### src/rtl/alu4_pkg.sv
// Shared definitions for the alu_4 BIST driver: opcodes, vector layout,
// FSM states and the reference behaviour of the 4-bit ALU.
package alu4_pkg;

  localparam logic [1:0] OP_ADD = 2'b00;
  localparam logic [1:0] OP_SUB = 2'b01;
  localparam logic [1:0] OP_AND = 2'b10;
  localparam logic [1:0] OP_OR  = 2'b11;

  // Field order makes the packed value equal to the sweep index, b in the LSBs.
  typedef struct packed {
    logic       cci;
    logic [1:0] f;
    logic [3:0] a;
    logic [3:0] b;
  } alu4_vec_t;

  typedef enum logic [1:0] {
    ST_IDLE,
    ST_SETTLE,
    ST_CHECK,
    ST_DONE
  } alu4_state_e;

  // Returns {co,d}; SUB carry-out of 1 means no borrow.
  function automatic logic [4:0] alu4_model(input logic [3:0] a,
                                            input logic [3:0] b,
                                            input logic [1:0] f,
                                            input logic       cci);
    logic [4:0] res;
    case (f)
      OP_ADD:  res = {1'b0, a} + {1'b0, b} + {4'b0000, cci};
      OP_SUB:  res = {1'b0, a} + {1'b0, ~b} + {4'b0000, cci};
      OP_AND:  res = {1'b0, a & b};
      default: res = {1'b0, a | b};
    endcase
    return res;
  endfunction

endpackage

### src/rtl/alu4_bist_checker.sv
// Combinational compare of the ALU response against the reference model
// for the vector currently being driven.
module alu4_bist_checker
  import alu4_pkg::*;
(
  input  alu4_vec_t  vec_i,
  input  logic [3:0] alu_d_i,
  input  logic       alu_co_i,
  output logic       mismatch_o
);

  logic [4:0] expected;

  assign expected   = alu4_model(vec_i.a, vec_i.b, vec_i.f, vec_i.cci);
  assign mismatch_o = (expected != {alu_co_i, alu_d_i});

endmodule

### src/rtl/alu4_bist_driver.sv
// Exhaustive BIST sequencer for the 4-bit ALU: sweeps all 2048 vectors,
// counts mismatches and records the first failing vector and response.
module alu4_bist_driver
  import alu4_pkg::*;
#(
  parameter int SETTLE_CYCLES = 3,
  parameter int ERR_W         = 12
) (
  input  logic             clk,
  input  logic             rst_n,
  input  logic             start,
  input  logic             abort,
  output logic [3:0]       alu_a,
  output logic [3:0]       alu_b,
  output logic [1:0]       alu_f,
  output logic             alu_cci,
  input  logic [3:0]       alu_d,
  input  logic             alu_co,
  output logic             busy,
  output logic             done,
  output logic             pass,
  output logic [ERR_W-1:0] err_count,
  output logic [10:0]      fail_vec,
  output logic [3:0]       fail_d,
  output logic             fail_co
);

  localparam logic [3:0]       SETTLE_LOAD = 4'(SETTLE_CYCLES - 1);
  localparam logic [ERR_W-1:0] ERR_MAX     = '1;
  localparam logic [10:0]      LAST_IDX    = 11'h7FF;

  alu4_state_e      state_q;
  alu4_vec_t        vec_q;
  logic [3:0]       cnt_q;
  logic             busy_q;
  logic             done_q;
  logic             pass_q;
  logic             first_seen_q;
  logic [ERR_W-1:0] err_q;
  logic [ERR_W-1:0] err_d;
  logic [10:0]      fail_vec_q;
  logic [3:0]       fail_d_q;
  logic             fail_co_q;
  logic             mismatch;

  alu4_bist_checker u_checker (
    .vec_i      (vec_q),
    .alu_d_i    (alu_d),
    .alu_co_i   (alu_co),
    .mismatch_o (mismatch)
  );

  assign err_d = (mismatch && (err_q != ERR_MAX)) ? err_q + 1'b1 : err_q;

  // Abort outranks both start and the CHECK update; drive registers and
  // results are deliberately left untouched so they can be inspected.
  always_ff @(posedge clk or negedge rst_n) begin
    if (!rst_n) begin
      state_q      <= ST_IDLE;
      vec_q        <= '0;
      cnt_q        <= '0;
      busy_q       <= 1'b0;
      done_q       <= 1'b0;
      pass_q       <= 1'b0;
      first_seen_q <= 1'b0;
      err_q        <= '0;
      fail_vec_q   <= '0;
      fail_d_q     <= '0;
      fail_co_q    <= 1'b0;
    end else if (abort) begin
      state_q <= ST_IDLE;
      busy_q  <= 1'b0;
      done_q  <= 1'b0;
      pass_q  <= 1'b0;
    end else begin
      case (state_q)
        ST_IDLE, ST_DONE: begin
          if (start) begin
            state_q      <= ST_SETTLE;
            vec_q        <= '0;
            cnt_q        <= SETTLE_LOAD;
            busy_q       <= 1'b1;
            done_q       <= 1'b0;
            pass_q       <= 1'b0;
            first_seen_q <= 1'b0;
            err_q        <= '0;
            fail_vec_q   <= '0;
            fail_d_q     <= '0;
            fail_co_q    <= 1'b0;
          end
        end
        ST_SETTLE: begin
          if (cnt_q == 4'd0) begin
            state_q <= ST_CHECK;
          end else begin
            cnt_q <= cnt_q - 4'd1;
          end
        end
        ST_CHECK: begin
          err_q <= err_d;
          if (mismatch && !first_seen_q) begin
            first_seen_q <= 1'b1;
            fail_vec_q   <= vec_q;
            fail_d_q     <= alu_d;
            fail_co_q    <= alu_co;
          end
          if (vec_q == LAST_IDX) begin
            state_q <= ST_DONE;
            busy_q  <= 1'b0;
            done_q  <= 1'b1;
            pass_q  <= (err_d == '0);
          end else begin
            state_q <= ST_SETTLE;
            vec_q   <= alu4_vec_t'(vec_q + 11'd1);
            cnt_q   <= SETTLE_LOAD;
          end
        end
        default: begin
          state_q <= ST_IDLE;
          busy_q  <= 1'b0;
          done_q  <= 1'b0;
          pass_q  <= 1'b0;
        end
      endcase
    end
  end

  assign alu_a     = vec_q.a;
  assign alu_b     = vec_q.b;
  assign alu_f     = vec_q.f;
  assign alu_cci   = vec_q.cci;
  assign busy      = busy_q;
  assign done      = done_q;
  assign pass      = pass_q;
  assign err_count = err_q;
  assign fail_vec  = fail_vec_q;
  assign fail_d    = fail_d_q;
  assign fail_co   = fail_co_q;

endmodule
### config.mk
export PLATFORM = sky130hd
export DESIGN_NAME = alu4_bist_driver
export DESIGN_NICKNAME = d
export VERILOG_FILES = /design/src/rtl/alu4_pkg.sv /design/src/rtl/alu4_bist_checker.sv /design/src/rtl/alu4_bist_driver.sv
export SDC_FILE = /design/constraint.sdc
export NUM_CORES = 1
export LEC_CHECK = 0
export ABC_AREA = 1
export CORE_MARGIN = 2
export CORE_UTILIZATION = 45
export DETAILED_ROUTE_END_ITERATION = 16
export PLACE_DENSITY_LB_ADDON = 0.25
export SLEW_MARGIN = 20
export SYNTH_ARGS = -nofsm -noshare
export SYNTH_HDL_FRONTEND = slang
export SYNTH_SLANG_ARGS = --single-unit
export TNS_END_PERCENT = 100
### constraint.sdc
create_clock -name clk -period 3.1 [get_ports clk]
set_clock_uncertainty 0.1 [all_clocks]
set_input_delay 0.31 -clock clk [delete_from_list [all_inputs] [get_ports clk]]
set_output_delay 0.31 -clock clk [all_outputs]
set_load 0.01 [all_outputs]
# Word-level counts from Yosys, hierarchy flattened

Cells that the tools add are included.

Add/subtract/negate cells: 7
Multiply operators: 0
Divide/modulo/power cells: 0
Magnitude comparators: 0
Equality and inequality tests: 15
Shift-type cells: 0
Mux-type cells: 36
Bitwise logic cells: 4
Reduce and logical (&&, ||, !) cells: 16

Operators by type and width:

| kind                    | number |
|---|---|
| $pmux W11 S2            | 2 |
| $mux W11                | 3 |
| $mux W12                | 2 |
| $pmux W12 S2            | 1 |
| $mux W4                 | 5 |
| $pmux W5 S3             | 1 |
| $add A12 B1 Y12 const B | 1 |
| $logic_not A12 Y1       | 1 |
| $ne A12 B12 Y1 const B  | 1 |
| $pmux W4 S3             | 1 |
| $reduce_and A4 Y1       | 3 |
| $add A11 B1 Y11 const B | 1 |
| $eq A11 B11 Y1 const B  | 1 |
| $add A4 B4 Y5           | 2 |
| $add A5 B1 Y5           | 2 |
| $mux W1                 | 10 |
| $pmux W1 S2             | 5 |
| $ne A3 B3 Y1 const B    | 3 |
| $mux W2                 | 4 |
| $ne A2 B2 Y1 const B    | 4 |
| $pmux W4 S2             | 1 |
| $eq A2 B2 Y1 const B    | 3 |
| $pmux W2 S3             | 1 |
| $reduce_and A3 Y1       | 2 |
| other kinds (15)        | 18 |

Flip-flop bits (word level): 49
Bits in latches: 0
Bits in writable memories: 0
Bits in read-only memories: 0
Bits of input ports: 9
Output and inout port bits: 42
Logic and storage cells: 92
Memories kept: 0

# Depth between registers and ports, before layout

Gate-level depths: netlist of the first run.

Word-level depth: 11
Gate-level depth with buffers: 21
Gate-level depth less buffers: 21

# Cells and area by module

From an unflattened synthesis of the first run, not the netlist that was laid out.

Cells, all modules: 439
Area total of the unflattened synthesis: 3320.7 um^2

By module, submodules not included:

| module            | instances | cells each | area an instance (um^2) | seq. area each (um^2) |
|---|---|---|---|---|
| alu4_bist_driver  | 1         | 337        | 2715.1                  | 1226.2 |
| alu4_bist_checker | 1         | 102        | 605.6                   | 0.0 |

# Least setup slack after synthesis of the first run

Ideal clock, no wire load.

Kind: reg2reg
From: register vec_q, in the netlist alu_a[0]
To: register pass_q, in the netlist pass
Setup time: 0.065 ns
Data arrival time: 2.728 ns
Required time: 2.935 ns
Slack: 0.207 ns
Cell stages (with the launch flop): 19
Path buffers: 1
Clock period less this slack: 2.893 ns
Path through: dfrtp_1 > inv_1 > fa_1 > fa_1 > inv_1 > nand3_1 > nand3_1 > nand3_1 > nand2_1 > inv_1 > nand3_2 > nor2_4 > nand3_4 > buf_6 > nand3b_2 > nand2_1 > nor3_2 > nand3_1 > nand2_1

Cells in the longest elaborated chain, start to end: 10
Elaborated cells on any way between the ends: 17
Those cells by class: add/sub: 4; eq/ne: 3; mux: 5; bitwise: 2; reduce/logical: 3

RTL lines:

| element                          | line                           | text |
|---|---|---|
| start: declaration               | alu4_bist_driver.sv:33         | `alu4_vec_t vec_q;` |
| start signal: assignment         | alu4_bist_driver.sv:114        | `vec_q <= alu4_vec_t'(vec_q + 11'd1);` |
| $add A4 B4 Y5 (on tied branches) | alu4_pkg.sv:33, alu4_pkg.sv:32 |  |
| $add A5 B1 Y5 (on tied branches) | alu4_pkg.sv:33, alu4_pkg.sv:32 |  |
| $pmux W5 S3                      | alu4_pkg.sv:31                 | `case (f)` |
| $ne A5 B5 Y1                     | alu4_bist_checker.sv:15        | `assign mismatch_o = (expected != {alu_co_i, alu_d_i});` |
| $logic_and A1 B1 Y1              | alu4_bist_driver.sv:53         | `assign err_d = (mismatch && (err_q != ERR_MAX)) ? err_q + 1'b1 : err_q;` |
| $mux W12                         | alu4_bist_driver.sv:53         |  |
| $logic_not A12 Y1                | alu4_bist_driver.sv:111        | `pass_q <= (err_d == '0);` |
| $mux W1                          | alu4_bist_driver.sv:107        | `if (vec_q == LAST_IDX) begin` |
| $pmux W1 S2                      | alu4_bist_driver.sv:76         | `case (state_q)` |
| $mux W1                          | alu4_bist_driver.sv:70         | `end else if (abort) begin` |
| end signal: assignment           | alu4_bist_driver.sv:111        |  |
| end: declaration                 | alu4_bist_driver.sv:37         | `logic pass_q;` |

Several ways; a longest one is shown, not always the timed one. The select of a mux whose other input is x is not followed.
A chain may end at the register's enable or synchronous reset.

# Final worst setup path of the first run

From: register vec_q, in the netlist alu_b[0]
To: register pass_q, in the netlist pass

Cells in the longest elaborated chain, start to end: 11
Elaborated cells on any way between the ends: 18
Those cells by class: add/sub: 4; eq/ne: 3; mux: 5; bitwise: 3; reduce/logical: 3

RTL lines:

| element             | line                    | text |
|---|---|---|
| $not A4 Y4          | alu4_pkg.sv:33          | `OP_SUB: res = {1'b0, a} + {1'b0, ~b} + {4'b0000, cci};` |
| $add A4 B4 Y5       | alu4_pkg.sv:33          |  |
| $add A5 B1 Y5       | alu4_pkg.sv:33          |  |
| $pmux W5 S3         | alu4_pkg.sv:31          |  |
| $ne A5 B5 Y1        | alu4_bist_checker.sv:15 |  |
| $logic_and A1 B1 Y1 | alu4_bist_driver.sv:53  |  |
| $mux W12            | alu4_bist_driver.sv:53  |  |
| $logic_not A12 Y1   | alu4_bist_driver.sv:111 |  |
| $mux W1             | alu4_bist_driver.sv:107 |  |
| $pmux W1 S2         | alu4_bist_driver.sv:76  |  |
| $mux W1             | alu4_bist_driver.sv:70  |  |

Several ways; a longest one is shown, not always the timed one. The select of a mux whose other input is x is not followed.

==> summary.md, run 1 <==
The class of the most critical hold timing path was in -> async. The worst setup path is of the reg -> reg kind. The worst setup path is launched from a flop. Counting every net in the synthesized netlist gives 447. The tools report the number of hold violations in the final report as 3. The logs give 0.389 for the sequential group share of total power and 338 MHz for the highest achievable clock rate.

CTS saw 49 sinks. The tools report the number of placement rows as 31. The number of nets in the layout is 519, and the register area share after synthesis is 0.376. The total standard cell area after synthesis was 3260 um^2. The clock period could shrink to 2960 ps.

The cell count after synthesis came out at 417. The logs give 0 ps for the setup TNS and 0 for the number of buffers inserted for hold repair after clock tree synthesis. Data on the critical path is required at its endpoint by 3210 ps. Slew at the pin with the worst max-slew slack: 655 ps.

The run finished, with violations left. For the power share of the clock group, the log shows 0.292. The utilization after layout is 0.588. The worst max-slew margin expressed relative to the limit came out at 0.562. The run gives 0.214 as the total routing resource utilization after global routing.

The post-detailed-route DRC marker count is 0. For the worst setup path, the data arrival time is 3070 ps. The first global-routing pass estimated 13.3 mm of wire. Clock tree synthesis inserted a total of 5 buffers. In this run the deepest clock path goes through 2 buffers. The tools report the number of distinct library cells after synthesis as 41.

The final layout contains routed wiring with a total length of 8.61 mm. VDD sags by at most 0.000401 V. Final cycle utilization of the critical path: 0.953.

The total overflow left after global routing is 0. The via count is 3118, and the number of setup violations in the final report is 0. In this run, the number of DRC markers left after iteration 0 of detailed routing was 163. The worst setup path is captured at a flop. Detailed placement ended at an HPWL of 6.15 mm. The count of buffers added on input and output ports is 50.

For this run, the detailed router's first-pass iteration total came to 5. The share of cells above drive strength 1 is 0.161. The design draws 0.00189 W. The routed length per placed instance is 14.6 um, and the initial core utilization is 0.457. The delay of the slowest cell on the worst path came out at 440 ps.

The switching portion of total power was 0.344. The congestion estimate from routability-driven global placement came to 0.865. The critical path contains buffers and inverters numbering 3 combined. Overall die height: 89.1 um. Compared with the post-synthesis result, the final layout area differs by 28.7%.

Pin placement for this block handled 51 I/O pins. The tool flagged a number of max-cap violations equal to 0. The most frequent cell on the critical path was sky130_fd_sc_hd__nand2_1.

The number of filler instances in the final layout was 668; the via density per instance was 5.29. The tree is rooted in a sky130_fd_sc_hd__clkbuf_8. The run gives 0 as the post-detailed-route count of antenna-violating nets. For the area inside the core boundary, the log shows 7140 um^2. The tools report the worst hold slack after final layout as -16.5 ps. Cell type contributing the most total cell area after synthesis: sky130_fd_sc_hd__dfrtp_1.

The die outline area was 7940 um^2. The checks that failed: negative hold slack. TritonCTS built the clock tree. The net switching power figure was 0.000651 W; the synthesized flop and latch total was 49. Number of global-route vias before repair: 2826. Internal power comes to 0.00124 W. The proportion of power drawn by combinational gates is 0.320, and the post-place setup slack is 9.99 ps. The die width came out at 89.1 um. Static power due to leakage: 1.91 nW. The run gives 310 ps as the clock latency on the worst-skew pair. Entering global routing, the biggest net connects 50 pins.

The initial antenna violation count is 0, and the antenna diode count is 0. The average cell area after synthesis was 7.81 um^2. The largest individual stage delay along the critical path comes from the cell sky130_fd_sc_hd__dfrtp_1.

In this run the power density over the cells is 452 nW/um^2. Along the worst path, the maximum fanout reaches 5. Clock transition time at the flip-flop clock pins of the worst setup and hold paths: 100 ps.

The area fraction of the dominant cell type after synthesis was 0.376. Yosys printed 0 warnings. Setup repair after global routing could not meet its margin everywhere.

For the final count of pins violating max slew, the log shows 0. Ranked by total cell area, the synthesized netlist is headed by sky130_fd_sc_hd__dfrtp_1 38%, sky130_fd_sc_hd__nand2_1 10%, sky130_fd_sc_hd__nand3_1 7.8%. Setup slack closes at 145 ps. Cell class contributing the biggest share of worst-path delay: simple AND/OR/NAND/NOR gates.

The signal on the critical path passes through fa_2 > fa_1 > inv_1 > nand3_2 > nand3_2 > nand2_1 > nand2_1 > nand2_1 > inv_1 > nand3_2 > nor2_4 > nand3_4 > nand2_4 > buf_4 > nand2_1 > nand2_1 > nor3_2 > nand3_1 > nand2_1. The CTS H-tree depth is 2.
[worst register-to-register path: stages (launching register included)]
cell	delay, ps
sky130_fd_sc_hd__dfrtp_1	440
sky130_fd_sc_hd__fa_2	410
sky130_fd_sc_hd__fa_1	430
sky130_fd_sc_hd__inv_1	70
sky130_fd_sc_hd__nand3_2	60
sky130_fd_sc_hd__nand3_2	100
sky130_fd_sc_hd__nand2_1	50
sky130_fd_sc_hd__nand2_1	50
sky130_fd_sc_hd__nand2_1	40
sky130_fd_sc_hd__inv_1	60
sky130_fd_sc_hd__nand3_2	70
sky130_fd_sc_hd__nor2_4	210
sky130_fd_sc_hd__nand3_4	160
sky130_fd_sc_hd__nand2_4	140
sky130_fd_sc_hd__buf_4	150
sky130_fd_sc_hd__nand2_1	40
sky130_fd_sc_hd__nand2_1	120
sky130_fd_sc_hd__nor3_2	60
sky130_fd_sc_hd__nand3_1	60
sky130_fd_sc_hd__nand2_1	50
[final timing paths]
path	startpoint	to	slack, ps	cells after the start
setup / recovery	alu_b[0]	pass	140	19
hold / removal	rst_n	fail_vec[9]	-20	2
setup reg to reg	alu_b[0]	pass	140	19
hold reg to reg	done	done	390	1
max in group asynchronous	rst_n	cnt_q[0]	2480	2
min in group clk	done	done	390	1
[stage by stage]
step / instances / cell area (um^2) / hold WS [ps]
final: 589 / 4190 / -16.5
after floorplan: 417 / 3260 / -85.6
after global placement: 573 / 3940 / 356
after global routing: 589 / 4190 / 58.8
after detailed placement: 573 / 3940 / 359
after CTS: 581 / 4070 / 22.5
[Yosys cell counts (all sizes together)]
cell type,n
nor3,12
a22oi,1
fa,4
nand3,59
dfrtp,49
or2,1
a31oi,2
clkinv,1
a21o,1
xor2,7
inv,64
o31ai,2
o2111ai,1
nand3b,4
nor2,25
buf,6
a22o,1
a21oi,10
nand2,93
ha,17
o21ai,36
nand4,2
nor4,5
clkbuf,3
a31o,1
nor3b,1
o22ai,9
[registers in the layout, summed over array words and instances, names as in the netlist]
name / count
alu_a: 4
alu_b: 4
alu_cci: 1
alu_f: 2
busy: 1
cnt_q: 4
done: 1
err_count: 12
fail_co: 1
fail_d: 4
fail_vec: 11
first_seen_q: 1
pass: 1
state_q: 2
[final cells by class]
| cell class | count | area (um^2) | share of cell area |
|---|---|---|---|
| Inverter | 65 | 246 | 0.0588 |
| Clock buffer | 5 | 68.8 | 0.0164 |
| Clock inverter | 3 | 65.1 | 0.0155 |
| Multi-Input combinational cell | 297 | 1800 | 0.430 |
| Timing Repair Buffer | 71 | 661 | 0.158 |
| Tap cell | 99 | 124 | 0.0295 |
| Sequential cell | 49 | 1230 | 0.292 |
[timing repair]
| action | CTS | global route |
|---|---|---|
| buffers inserted | 0 | 5 |
| cloned | 0 | 3 |
| resized for setup | 1 | 19 |
| setup endpoints to repair | 1 | 22 |
| endpoints found under the hold margin | 0 | 0 |
| pin swaps | 0 | 9 |
[cells in the final DEF (no fill, tap or decap), types with 5 or more instances in the layout]
master                            synthesis  final
sky130_fd_sc_hd__buf_4                    1     19
sky130_fd_sc_hd__o21ai_1                 11     11
sky130_fd_sc_hd__clkdlybuf4s50_1          0     49
sky130_fd_sc_hd__nor2_2                   4      5
sky130_fd_sc_hd__xor2_1                   7      6
sky130_fd_sc_hd__inv_2                    7     11
sky130_fd_sc_hd__nand3_1                 51     49
sky130_fd_sc_hd__nor3_1                  11     11
sky130_fd_sc_hd__nand2_1                 89     86
sky130_fd_sc_hd__nand2_2                  4      6
sky130_fd_sc_hd__nor2_1                  18     17
sky130_fd_sc_hd__o21ai_0                 25     24
sky130_fd_sc_hd__clkbuf_8                 0      5
sky130_fd_sc_hd__nand3_2                  6      9
sky130_fd_sc_hd__ha_1                    17     17
sky130_fd_sc_hd__dfrtp_1                 49     49
sky130_fd_sc_hd__a21oi_1                 10     10
sky130_fd_sc_hd__inv_1                   56     52
sky130_fd_sc_hd__o22ai_1                  9      9
[cells by family (layout without fill, tap and decap cells)]
| logic type | count (synthesis) | after routing | synth area share |
|---|---|---|---|
| buffers and inverters | 74 | 144 | 0.0949 |
| xor gates and xnor gates | 7 | 7 | 0.0188 |
| adders and majority gates | 21 | 21 | 0.0899 |
| DFF | 49 | 49 | 0.376 |
| and+or+nand+nor | 202 | 205 | 0.311 |
| AOI/OAI and AO/OA | 64 | 64 | 0.109 |
[layer usage]
metal / share of wire / vias up / track usage
li1: - / 1522 / -
met1: 0.45 / 1456 / 0.302
met2: 0.47 / 128 / 0.348
met3: 0.061 / 12 / 0.0369
met4: 0.015 / 0 / 0.0434
met5: 0 / - / 0
[power groups by stage]
stage	clock, W	combinational, W	sequential (W)
2_1_floorplan	0	0.000360	0.000760
3_3_place_gp	0	0.000575	0.000748
3_5_place_dp	0	0.000594	0.000748
4_1_cts	0.000562	0.000596	0.000735
5_1_grt	0.000578	0.000687	0.000745
6_report	0.000553	0.000605	0.000736
Power figures use the tool's default switching activity.
==> run 2: changes to the inputs <==
HOLD_SLACK_MARGIN = 0.03   (was default)
==> run 2 against run 1 <==
Setup slack got worse by 2.6 ps. Wire length decreased by 0.15%. Count of clock-buffer cells in the layout stayed put. Flip-flop and latch count unchanged. Critical path depth is the same. Critical path type unchanged. The flow now finishes without violations. Via count rose by 0.48%. Clock power about the same. Total power about the same. Sequential share of layout area is 0.070 points lower. Largest cell class unchanged. First-iteration DRC count shrank 1.2%.
==> summary.md, run 2 (synthesis gave the netlist of run 1 again) <==
The run finished with clean final reports. The pin count of the biggest net entering global routing is 50 (unchanged). Count of pins on the block boundary: 51 (unchanged). Setup repair after global routing could not meet its margin everywhere. The number of global-route vias before repair was 2826 (unchanged).

The most common library cell in the layout ignoring fill and taps was sky130_fd_sc_hd__nand2_1 (unchanged). Ordered list of cells on the worst path: fa_2 > fa_1 > inv_1 > nand3_2 > nand3_2 > nand2_1 > nand2_1 > nand2_1 > inv_1 > nand3_2 > nor2_4 > nand3_4 > nand2_4 > buf_4 > nand2_1 > nand2_1 > nor3_2 > nand3_1 > nand2_1 (unchanged). The via density per instance works out to 5.31 (was 5.29). The delay of the slowest cell on the worst path is 440 ps (about the same), and the die width is 89.1 um (unchanged).

The largest driver fanout on the critical path was 5 (unchanged); the initial core utilization was 0.457 (unchanged). The sum of buffers and inverters on the critical path came out at 3 (unchanged). The capturing point of the worst reg2reg path is pass (unchanged).

The routed length per placed instance came out at 14.6 um (about the same). Depth of the most critical reg-to-reg path: 19 (unchanged). TritonCTS built the clock tree. The via count came out at 3133 (was 3118). The tools report the routed metal-1 wire length as 3.90 mm (about the same). Most frequent cell on the critical path: sky130_fd_sc_hd__nand2_1 (unchanged). The highest layer used for signal routing is met4 (unchanged).

The total routing resource utilization after global routing came out at 0.214 (unchanged). The overall die height works out to 89.1 um (unchanged). The cell class contributing the biggest share of worst-path delay was simple AND/OR/NAND/NOR gates (unchanged). The type of the worst setup path is reg -> reg (unchanged). The clock transition time at the flip-flop clock pins of the worst setup and hold paths came out at 100 ps (about the same).

The number of setup violations in the final report was 0 (unchanged); the post-synthesis to final-layout area growth was 29.0% (was 28.7%). The logs give 0 (unchanged) for the final global-route overflow total and 0 (was 3) for the number of hold violations in the final report. The run gives 8.60 mm (was 8.61 mm) as the aggregate routed wire length. The run gives 2 (unchanged) as the CTS H-tree depth. The final count of pins violating max slew was 0 (unchanged); the ratio of total power to cell area was 451 nW/um^2 (was 452 nW/um^2). The run gives 161 (was 163) as the violation count after the first detailed-route iteration. Clock tree root driver cell: sky130_fd_sc_hd__clkbuf_8 (unchanged). The number of buffers on the longest clock path is 2 (unchanged).

For the arrival time at the worst endpoint, the log shows 3070 ps (about the same). For the die outline area, the log shows 7940 um^2 (unchanged). The peak ir drop on the vdd network was 0.000400 V (was 0.000401 V). Leading cell types in the layout, fill and taps excluded: 86 x sky130_fd_sc_hd__nand2_1, 52 x sky130_fd_sc_hd__inv_1, 49 x sky130_fd_sc_hd__nand3_1, 49 x sky130_fd_sc_hd__dfrtp_1, 49 x sky130_fd_sc_hd__clkdlybuf4s50_1 (unchanged). The run gives 590 (was 589) as the final standard cell count with taps included and fillers excluded.

The required time reported for the critical path endpoint is 3210 ps (about the same), and the met3 routed wirelength is 533 um (was 529 um). The highest achievable clock rate is 338 MHz (about the same). The max-capacitance violation count was 0 (unchanged). The logs give 0.00189 W (about the same) for the power after layout and 0 (unchanged) for the antenna diode count. The static power due to leakage was 1.92 nW (was 1.91 nW). The capture point of the critical path is pass (unchanged). The final cycle utilization of the critical path is 0.954 (was 0.953).

The number of search-and-repair iterations in the first detailed-routing pass was 5 (unchanged). The global-route wire length before repair came out at 13.3 mm (unchanged). Highest-delay cell along the critical path: sky130_fd_sc_hd__dfrtp_1 (unchanged). The post-detailed-route DRC marker count is 0 (unchanged), and the met2 wirelength from detailed routing is 4.05 mm (was 4.06 mm). Launching element of the worst setup path: alu_b[0] (unchanged).

The flip-flop count of the largest register, all copies and words added is 12 (unchanged). The launching point of the worst reg2reg path is alu_b[0] (unchanged). The class of the most critical hold timing path is reg -> reg (was in -> async). The clock latency on the worst-skew pair was 310 ps (about the same); the setup slack of the worst register-to-register path was 140 ps (about the same). The initial antenna violation count is 0 (unchanged).

The share of cells above drive strength 1 works out to 0.161 (about the same). The critical path startpoint category is a flop (unchanged). The run gives 667 (was 668) as the number of filler instances in the final layout. The number of placement rows was 31 (unchanged).

The worst hold slack after final layout came out at 387 ps (was -16.5 ps). The area inside the core boundary is 7140 um^2 (unchanged), and the final weighted congestion of routability-driven global placement is 0.865 (unchanged). The slew at the pin with the worst max-slew slack was 654 ps (was 655 ps); the total half-perimeter wirelength after legalization and detailed placement was 6.15 mm (unchanged).

The logic depth of the worst setup path including buffers works out to 19 (unchanged). The capturing element type of the critical path is a flop (unchanged). The run gives 49 (unchanged) as the sink count of the clock tree. The worst max-slew margin expressed relative to the limit is 0.563 (was 0.562). The run gives 0.589 (was 0.588) as the utilization after layout.

Clock buffer count from CTS: 5 (unchanged). The tools report the number of instances in the placed design as 573 (unchanged). The run gives 0 (unchanged) as the post-detailed-route count of antenna-violating nets. The final critical delay including setup and external delays is 2960 ps (about the same). The number of nets in the layout is 520 (was 519), and the number of port buffers is 50 (unchanged).
[run 2: power breakdown]
part,internal (W),switching [W],leakage [nW],total [W]
sequential,0.000700,0.0000361,0.674,0.000736
clock,0.000321,0.000231,0.0681,0.000552
combinational,0.000223,0.000384,1.18,0.000607
total,0.00124,0.000651,1.92,0.00189
[run 2: area by class of cell]
type                    count  area (um^2)  share of cell area
well taps                  99          124              0.0295
repair buffers             72          671               0.160
inverters                  65          246              0.0586
multi-input cells         297         1800               0.429
flip-flops and latches     49         1230               0.292
clock inverters             3         65.1              0.0155
clock buffers               5         68.8              0.0164
[run 2: per-stage QoR]
stage | worst slack [ps] | area (um^2) | setup TNS, ps
floorplan | 207 | 3260 | 0
global placement | 82.2 | 3940 | 0
finish | 142 | 4200 | 0
global route | -64.8 | 4200 | -64.8
CTS | 28.4 | 4080 | 0
detailed placement | 9.99 | 3940 | 0
[run 2: layer usage]
layer | global-route usage | up-vias
met2 | 0.348 | 125
met3 | 0.0369 | 12
li1 | - | 1525
met1 | 0.302 | 1471
met5 | 0 | -
met4 | 0.0434 | 0
[run 2: worst min-delay path by stage]
stage | cells after the start | start | end | slack, ps
4_1_cts | 1 | done | done | 390
2_1_floorplan | 0 | rst_n | alu_a[0] | -90
3_5_place_dp | 2 | rst_n | fail_d[3] | 360
5_1_grt | 1 | done | done | 420
3_3_place_gp | 2 | rst_n | fail_d[3] | 360
6_report | 1 | done | done | 390
[run 2: timing repair]
action | 4_1_cts | 5_1_grt
endpoints found under the hold margin | 5 | 0
resized for setup | 1 | 19
hold buffers | 1 | 0
setup buffers | 0 | 5
gates cloned | 0 | 3
pin swaps | 0 | 9
setup endpoints to repair | 1 | 22
==> run 3: changes to the inputs <==
CORE_MARGIN = 10   (was 2)
==> run 3 against run 2 <==
Fmax grew 1.1%. Wire length grew 1.8%. Utilization grew 0.57 points. Setup slack gained 32 ps.
==> summary.md, run 3 (synthesis gave the netlist of run 1 again) <==
The number of search-and-repair iterations in the first detailed-routing pass was 5 (unchanged); the ratio of total power to cell area was 425 nW/um^2 (was 451 nW/um^2). The arrival time at the worst endpoint was 3070 ps (about the same); the share of cells above drive strength 1 was 0.141 (was 0.161). The tools report the clock latency on the worst-skew pair as 310 ps (about the same). The tools report the worst max-slew margin expressed relative to the limit as 0.491 (was 0.563). The aggregate routed wire length was 8.75 mm (was 8.60 mm). Class of the most critical hold timing path: reg -> reg (unchanged).

The initial antenna violation count is 0 (unchanged), and the total routing resource utilization after global routing is 0.155 (was 0.214). The initial core utilization is 0.472 (was 0.457). Most common library cell in the layout ignoring fill and taps: sky130_fd_sc_hd__nand2_1 (unchanged). Leading cell types in the layout, fill and taps excluded: 88 x sky130_fd_sc_hd__nand2_1, 54 x sky130_fd_sc_hd__inv_1, 51 x sky130_fd_sc_hd__nand3_1 (was 86 x sky130_fd_sc_hd__nand2_1, 52 x sky130_fd_sc_hd__inv_1, 49 x sky130_fd_sc_hd__nand3_1, 49 x sky130_fd_sc_hd__dfrtp_1, 49 x sky130_fd_sc_hd__clkdlybuf4s50_1).

The total half-perimeter wirelength after legalization and detailed placement is 6.63 mm (was 6.15 mm), and the post-synthesis to final-layout area growth is 26.1% (was 29.0%). The slew at the pin with the worst max-slew slack was 763 ps (was 654 ps); the power share of the clock group was 0.226 (was 0.291). Setup repair after global routing could not meet its margin everywhere. For the post-detailed-route DRC marker count, the log shows 0 (unchanged).

The final critical delay including setup and external delays works out to 2930 ps (was 2960 ps). The die width was 105 um (was 89.1 um); the area inside the core boundary was 6910 um^2 (was 7140 um^2). The global-route wire length before repair was 14.6 mm (was 13.3 mm); the number of hold violations in the final report was 0 (unchanged). The sum of buffers and inverters on the critical path is 4 (was 3). Final standard cell count with taps included and fillers excluded: 587 (was 590). For the via count, the log shows 3118 (was 3133).

The violation count after the first detailed-route iteration was 188 (was 161). The cell class contributing the biggest share of worst-path delay is simple AND/OR/NAND/NOR gates (unchanged). The logs give 1.88 nW (was 1.92 nW) for the static power due to leakage and 0 (unchanged) for the max-capacitance violation count. The final weighted congestion of routability-driven global placement was 0.886 (was 0.865); the delay of the slowest cell on the worst path was 450 ps (was 440 ps). The final global-route overflow total is 0 (unchanged), and the final count of pins violating max slew is 0 (unchanged).

The proportion of power drawn by combinational gates was 0.351 (was 0.320); the clock buffer count from CTS was 5 (unchanged). Number of buffers on the longest clock path: 2 (unchanged). The pin count of the biggest net entering global routing came out at 33 (was 50).

The most frequent cell on the critical path is sky130_fd_sc_hd__nand2_1 (unchanged). For the number of global-route vias before repair, the log shows 2881 (was 2826). The critical path startpoint category is a flop (unchanged). Type of the worst setup path: reg -> reg (unchanged). The tools report the CTS H-tree depth as 2 (unchanged). The number of setup violations in the final report was 0 (unchanged); the final cycle utilization of the critical path was 0.944 (was 0.954).

The tools report the sink count of the clock tree as 49 (unchanged). The number of instances in the placed design is 570 (was 573). Flip-flop count of the largest register, all copies and words added: 12 (unchanged). The overall die height works out to 105 um (was 89.1 um). The antenna diode count was 0 (unchanged). The flow ran to the end, and the final reports show no timing, DRC or antenna violations. Capturing element type of the critical path: a flop (unchanged).

The required time reported for the critical path endpoint is 3250 ps (was 3210 ps), and the number of placement rows is 30 (was 31). The tools report the highest achievable clock rate as 342 MHz (was 338 MHz). Ordered list of cells on the worst path: inv_2 > fa_2 > fa_1 > inv_1 > nand3_1 > nand3_1 > nand2_1 > nand2_1 > nand2_1 > inv_1 > nand3_2 > nor2_4 > nand3_4 > buf_4 > nand2_1 > nand2_1 > nand2_1 > nand3_1 > nor2_1 > nand3_1 > nand2_1 (was fa_2 > fa_1 > inv_1 > nand3_2 > nand3_2 > nand2_1 > nand2_1 > nand2_1 > inv_1 > nand3_2 > nor2_4 > nand3_4 > nand2_4 > buf_4 > nand2_1 > nand2_1 > nor3_2 > nand3_1 > nand2_1). The number of nets in the layout is 520 (unchanged). The net switching power figure is 0.000653 W (was 0.000651 W), and the switching portion of total power is 0.374 (was 0.343). The tools report the clock tree root driver cell as sky130_fd_sc_hd__clkbuf_8 (unchanged). The post-detailed-route count of antenna-violating nets came out at 0 (unchanged). Highest-delay cell along the critical path: sky130_fd_sc_hd__fa_1 (was sky130_fd_sc_hd__dfrtp_1). The die outline area was 11000 um^2 (was 7940 um^2); the utilization after layout was 0.595 (was 0.589). The internal power consumption was 0.00109 W (was 0.00124 W); the via density per instance was 5.31 (about the same). TritonCTS built the clock tree. The routed length per placed instance is 14.9 um (was 14.6 um), and the worst hold slack after final layout is 393 ps (was 387 ps). The clock transition time at the flip-flop clock pins of the worst setup and hold paths is 100 ps (about the same).

The number of port buffers is 50 (unchanged), and the peak ir drop on the vdd network is 0.000276 V (was 0.000400 V). The tools report the count of pins on the block boundary as 51 (unchanged). The sequential group share of total power was 0.423 (was 0.389); the largest driver fanout on the critical path was 7 (was 5).
[run 3: changes by cell type in the layout (fill, tap and decap cells not counted), moves of 2 or more]
| cell | previous run | this run |
|---|---|---|
| sky130_fd_sc_hd__nand3_2 | 9 | 6 |
| sky130_fd_sc_hd__buf_4 | 19 | 21 |
| sky130_fd_sc_hd__bufinv_16 | 2 | 0 |
| sky130_fd_sc_hd__inv_1 | 52 | 54 |
| sky130_fd_sc_hd__inv_2 | 11 | 9 |
| sky130_fd_sc_hd__nand2_1 | 86 | 88 |
| sky130_fd_sc_hd__nand3_1 | 49 | 51 |
[run 3: worst register-to-register path, cell delays in order, from the launching register on]
cell                      delay, ps
sky130_fd_sc_hd__dfrtp_1        400
sky130_fd_sc_hd__inv_2           90
sky130_fd_sc_hd__fa_2           370
sky130_fd_sc_hd__fa_1           450
sky130_fd_sc_hd__inv_1           70
sky130_fd_sc_hd__nand3_1         70
sky130_fd_sc_hd__nand3_1        130
sky130_fd_sc_hd__nand2_1         60
sky130_fd_sc_hd__nand2_1         50
sky130_fd_sc_hd__nand2_1         40
sky130_fd_sc_hd__inv_1           50
sky130_fd_sc_hd__nand3_2         70
sky130_fd_sc_hd__nor2_4         100
sky130_fd_sc_hd__nand3_4        120
sky130_fd_sc_hd__buf_4          190
sky130_fd_sc_hd__nand2_1         50
sky130_fd_sc_hd__nand2_1         40
sky130_fd_sc_hd__nand2_1         90
sky130_fd_sc_hd__nand3_1         80
sky130_fd_sc_hd__nor2_1         110
sky130_fd_sc_hd__nand3_1         70
sky130_fd_sc_hd__nand2_1         50
[run 3: stage by stage]
stage               TNS [ps]  worst slack (ps)  instance area, um^2  total power [W]
floorplan                  0               207                 3260          0.00112
global placement           0               123                 3930          0.00132
detailed placement         0              10.5                 3930          0.00133
CTS                        0              27.1                 4040          0.00173
global route            -100             -85.6                 4110          0.00187
finish                     0               174                 4110          0.00174
[run 3: worst paths after layout]
path                          from  slack, ps  cells past startpoint             to
max reg2reg                alu_cci        170                     21           pass
max                        alu_cci        170                     21           pass
min reg2reg                   done        390                      1           done
min in group asynchronous    rst_n        510                      2        alu_cci
max in group asynchronous    rst_n       1670                      3  err_count[11]
min                           done        390                      1           done
[run 3: power by group through the flow]
stage / registers (W) / logic, W / clock network, W
final: 0.000737 / 0.000612 / 0.000395
after global routing: 0.000745 / 0.000698 / 0.000428
after CTS: 0.000738 / 0.000589 / 0.000403
after detailed placement: 0.000750 / 0.000582 / 0
after global placement: 0.000748 / 0.000570 / 0
after floorplan: 0.000760 / 0.000360 / 0
[run 3: cell type report]
type | count | area [um^2]
clock buffer | 5 | 68.8
timing repair buffer | 73 | 674
sequential | 49 | 1230
fill | 658 | 2800
multi-input combinational | 296 | 1750
inverter | 65 | 246
clock inverter | 3 | 21.3
tap | 96 | 120
[run 3: routing by layer]
| metal | global-route usage | share of wire | wire length [um] |
|---|---|---|---|
| met1 | 0.206 | 0.45 | 3970 |
| met2 | 0.247 | 0.47 | 4090 |
| met3 | 0.0381 | 0.070 | 611 |
| met4 | 0.0363 | 0.0083 | 73 |
| met5 | 0 | 0 | 0 |
[run 3: repair_timing]
item	4_1_cts	5_1_grt
resized for setup	2	5
setup endpoints to repair	1	27
buffers inserted	0	6
hold buffers	1	0
pin swaps	0	1
cloned	0	2
hold endpoints to repair	31	0
